<file path="src/rtl/crc_error_monitor.sv">
// Synchronizes and debounces the configuration-CRC error level, counts qualified
// events and holds a level interrupt until the host acknowledges it.
module crc_error_monitor #(
    parameter int SYNC_STAGES = 2,
    parameter int DEBOUNCE    = 4,
    parameter int HOLDOFF     = 16,
    parameter int CNT_WIDTH   = 8
) (
    input  logic                 clock,
    input  logic                 reset_n,
    input  logic                 crc_error_in,
    input  logic                 enable,
    input  logic                 ack,
    input  logic                 clear_count,
    output logic                 irq,
    output logic [CNT_WIDTH-1:0] error_count,
    output logic                 overflow,
    output logic [2:0]           state
);

    // state   | meaning
    // IDLE    | monitor disabled
    // ARMED   | waiting for synchronized error level
    // QUALIFY | error seen, counting consecutive high samples
    // ALERT   | qualified event, irq asserted until ack
    // HOLDOFF | post-ack dead time
    // REARM   | waiting for error level to drop before re-arming
    typedef enum logic [2:0] {
        IDLE    = 3'd0,
        ARMED   = 3'd1,
        QUALIFY = 3'd2,
        ALERT   = 3'd3,
        HOLD    = 3'd4,
        REARM   = 3'd5
    } state_t;

    localparam int QW = $clog2(DEBOUNCE + 1);
    localparam int HW = $clog2(HOLDOFF + 1);
    localparam logic [QW-1:0] Q_LAST = QW'(DEBOUNCE - 1);
    localparam logic [HW-1:0] H_LAST = HW'(HOLDOFF - 1);

    state_t                 cur_state, nxt_state;
    logic [SYNC_STAGES-1:0] sync;
    logic                   s;
    logic [QW-1:0]          qcnt, qcnt_nxt;
    logic [HW-1:0]          hcnt, hcnt_nxt;
    logic                   enter_alert;

    assign s     = sync[SYNC_STAGES-1];
    assign state = cur_state;

    always_ff @(posedge clock or negedge reset_n) begin
        if (!reset_n) begin
            sync <= '0;
        end else begin
            sync <= {sync[SYNC_STAGES-2:0], crc_error_in};
        end
    end

    always_comb begin
        nxt_state = cur_state;
        qcnt_nxt  = qcnt;
        hcnt_nxt  = hcnt;
        if (!enable) begin
            nxt_state = IDLE;
            qcnt_nxt  = '0;
            hcnt_nxt  = '0;
        end else begin
            case (cur_state)
                IDLE: begin
                    nxt_state = ARMED;
                end
                ARMED: begin
                    if (s) begin
                        if (DEBOUNCE == 1) begin
                            nxt_state = ALERT;
                        end else begin
                            nxt_state = QUALIFY;
                            qcnt_nxt  = QW'(1);
                        end
                    end
                end
                QUALIFY: begin
                    if (!s) begin
                        nxt_state = ARMED;
                        qcnt_nxt  = '0;
                    end else if (qcnt == Q_LAST) begin
                        nxt_state = ALERT;
                        qcnt_nxt  = '0;
                    end else begin
                        qcnt_nxt = qcnt + QW'(1);
                    end
                end
                ALERT: begin
                    if (ack) begin
                        nxt_state = HOLD;
                        hcnt_nxt  = '0;
                    end
                end
                HOLD: begin
                    if (hcnt == H_LAST) begin
                        nxt_state = REARM;
                        hcnt_nxt  = '0;
                    end else begin
                        hcnt_nxt = hcnt + HW'(1);
                    end
                end
                REARM: begin
                    // A level that never drops is a single event; wait it out here.
                    if (!s) begin
                        nxt_state = ARMED;
                    end
                end
                default: begin
                    nxt_state = IDLE;
                    qcnt_nxt  = '0;
                    hcnt_nxt  = '0;
                end
            endcase
        end
    end

    assign enter_alert = (cur_state != ALERT) && (nxt_state == ALERT);

    always_ff @(posedge clock or negedge reset_n) begin
        if (!reset_n) begin
            cur_state <= IDLE;
            qcnt      <= '0;
            hcnt      <= '0;
            irq       <= 1'b0;
        end else begin
            cur_state <= nxt_state;
            qcnt      <= qcnt_nxt;
            hcnt      <= hcnt_nxt;
            irq       <= (nxt_state == ALERT);
        end
    end

    // A clear coinciding with a new event leaves that event counted.
    always_ff @(posedge clock or negedge reset_n) begin
        if (!reset_n) begin
            error_count <= '0;
            overflow    <= 1'b0;
        end else if (clear_count) begin
            error_count <= enter_alert ? CNT_WIDTH'(1) : '0;
            overflow    <= 1'b0;
        end else if (enter_alert) begin
            if (&error_count) begin
                overflow <= 1'b1;
            end else begin
                error_count <= error_count + CNT_WIDTH'(1);
            end
        end
    end

endmodule

</file>
<file path="config.mk">
export PLATFORM = sky130hd
export DESIGN_NAME = crc_error_monitor
export DESIGN_NICKNAME = d
export VERILOG_FILES = /design/src/rtl/crc_error_monitor.sv
export SDC_FILE = /design/constraint.sdc
export NUM_CORES = 1
export LEC_CHECK = 0
export CAP_MARGIN = 5
export CORE_UTILIZATION = 59
export CTS_BUF_LIST = sky130_fd_sc_hd__clkbuf_4 sky130_fd_sc_hd__clkbuf_8
export CTS_CLUSTER_DIAMETER = 50
export CTS_CLUSTER_SIZE = 40
export DETAILED_ROUTE_END_ITERATION = 12
export PLACE_DENSITY = 0.91
export SLEW_MARGIN = 20
export SYNTH_ARGS = -nofsm -noshare
export SYNTH_HDL_FRONTEND = slang
export SYNTH_SLANG_ARGS = --single-unit
</file>
<file path="constraint.sdc">
create_clock -name clock -period 2.8 [get_ports clock]
set_input_delay 0.56 -clock clock [delete_from_list [all_inputs] [get_ports clock]]
set_output_delay 0.56 -clock clock [all_outputs]
set_load 0.01 [all_outputs]
</file>
==> impl_metrics.toml <==
[cts]
clockRootBuffer = "clkbuf_4"
clockBufferDepth = 2
post_cts_buffers = 0
numCtsBuffers = 3
cts_tree = "done"
cts.sinks = 23
clock_latency_ps = 300
clk_pin_slew_ps = 120
h-tree-depth = 1
hold_buffers = 0
cts_resized = 0

[cells_and_area]
diodes = 0
fin_nets = 154
post-route-cell-area_sq_um = 1490
fin_cells = 171
final_common_cell = "dfrtp_1"
layout_common_cells = "dfrtp_1 (23), clkdlybuf4s50_1 (18), a21oi_1 (12)"
drive_above_1_share_pct = 9.03
n_fill_cell = 129
area_growth_pct = 17.8

[yosys]
syn_area_sq_um = 1260
synthMuxAreaShare_pct = 1.79
synth_ff_type = "dfrtp_1"
synth_compound_area_share_pct = 18.8
synth_top_area_share_pct = 45.6
yosysSeqAreaShare_pct = 45.6
synth_top_area_cell = "dfrtp_1"
yosys.area_share.xor_xnor_pct = 0.694
synthAdderAreaFrac_pct = 2.98
ys_seq_elements = 23
synth_fp_nets = 136
synth_cell_types = 40
synth-edff-count = 0
synth_async_sr_flop_share_pct = 100
synth_top_family_by_area = "simple AND/OR/NAND/NOR gates"
yosys-top-cells-area = "dfrtp_1 (46%), a21oi_1 (4.8%), ha_1 (3.0%)"
synth-simple-area-share_pct = 25.5
netlist_instances = 127
yosysWarnings = 0
avgSynthCellArea_sq_um = 9.93

[drt]
routedWlPerCell_um = 14.7
drtIter0Drc = 33
drtPass1Iterations = 6
wl_met1_mm = 1.12
top_layer = "met4"
vias = 1073
route.detailed.drc = 0
avgViaCountPerCell = 6.27
wl_met2_mm = 1.22
wl_met3_um = 143
wl_mm = 2.52
drt.antenna.violating_nets = 0

[power_and_ir_drop]
internal-power_mw = 0.442
combinationalPowerShare_pct = 12.6
power_mw = 0.586
clock_power_share_pct = 27.3
p_switching_mw = 0.144
p_leak_nw = 0.613
p_sw_share_pct = 24.5
powerDensity_nw_per_um2 = 394
pwr-share-seq_pct = 60.1
irDropWorstVdd_mv = 0.410

[floorplanning]
coreArea_sq_um = 1980
die_area_sq_um = 2330
initial_core_util_pct = 63.6
die_h_um = 48.2
io-pin-count = 19
rows = 16
fp.dieW_um = 48.2

[placement]
placed_cell_area_sq_um = 1460
place.gp.congestion = 0.868
place_inst = 167
dp.final_hpwl_mm = 1.84
port_buffers = 18

[setup_path]
required_ps = 3000
end_kind = "register"
worstPathMaxFanout = 10
startpoint_type = "input pin"
path_class = "input pin to register"
worstPathArrival_ps = 2410

[global_routing]
track_usage_pct = 25.0
grt_max_degree = 24
grt_pass1_vias = 907
antenna_found_initial = 0
gr-total-overflow = 0
grt_pass1_wl_mm = 4.04

[sta]
tns_ps = 0
finalSetupViolations = 0
rsz0062_at_grt = "no"
period_minus_slack_ps = 2210
whs_ps = 361
period_share_pct = 78.8
max_freq_mhz = 453
report.final.hold_viol_count = 0
worstMarginPinSlew_ps = 641
fin_skew_ps = 5.19
maxSlewViolCount = 0
slew-limit-headroom_pct = 56.9

[status]
outcome = "complete, no violations"

[flow_run]
cap_violations = 0

[min_path]
hold_path.class = "register to register"
## final timing paths
| path | start | end | slack, ps | cells after the start |
|---|---|---|---|---|
| max | enable | error_count[5] | 590 | 5 |
| min reg2reg | sync[0] | sync[1] | 360 | 0 |
| max reg2reg | state[1] | error_count[5] | 690 | 4 |
| min | sync[0] | sync[1] | 360 | 0 |
| min in group asynchronous | reset_n | error_count[2] | 590 | 2 |
| max in group asynchronous | reset_n | hcnt[4] | 1980 | 2 |
## cell families (layout without fill, tap and decap cells)
| kind of cell | after synthesis | count (layout) |
|---|---|---|
| xor+xnor | 1 | 1 |
| buf+inv | 12 | 29 |
| compound gates | 37 | 37 |
| fa+ha+maj | 3 | 3 |
| simple gates | 49 | 49 |
| mux | 2 | 2 |
| flops | 23 | 23 |
## flip-flops by register name, summed over array words and instances, names as in the netlist
name and flops:
error_count 8, hcnt 5, qcnt 3, state 3
sync 2, irq 1, overflow 1
## synthesized netlist by cell type (2+ instances only)
cell type  count
or2_2          2
a21boi_0       2
buf_4          3
or3_1          3
mux2_2         2
inv_1          4
nand3_1        5
nand2_1        5
nor2b_1        2
o21a_1         5
a31oi_1        3
and4b_1        2
o31ai_1        4
nor4_1         2
nand4_1        3
o21ai_0        6
nand2b_1       3
nor3b_1        2
a21oi_1       12
dfrtp_1       23
clkbuf_1       4
nor2_1         7
nand3b_1       4
ha_1           3
## critical path: stages
cell and delay, ps:
clkdlybuf4s50_1 550, nand4b_4 130, or3_1 460, nor4_1 340
mux2_2 370
## layout make-up
type | count | area (sq um) | share of cell area (%)
clock buffer | 4 | 30.0 | 2.02
inverter | 4 | 15.0 | 1.01
multi-input combinational | 92 | 628 | 42.3
sequential | 23 | 576 | 38.8
tap | 27 | 33.8 | 2.27
timing repair buffer | 21 | 203 | 13.6
## stage by stage
stage	util (%)	setup WS, ps
after global placement	73.4	327
after detailed placement	73.4	262
after CTS	74.9	596
after floorplan	-	795
final	74.9	594
after global routing	74.9	517
## power groups by stage
stage	combinational (mW)	sequential [mW]	clock, mW
after floorplan	0.0465	0.355	0
after global placement	0.0708	0.358	0
after detailed placement	0.0735	0.358	0
after CTS	0.0741	0.352	0.165
after global routing	0.0830	0.354	0.176
final	0.0740	0.352	0.160
## routing by layer
layer	global-route usage (%)	up-vias
li1	-	515
met1	34.5	503
met2	38.9	49
met3	5.56	6
met4	8.33	0
met5	0	-
(Power assumes the default switching activity.)
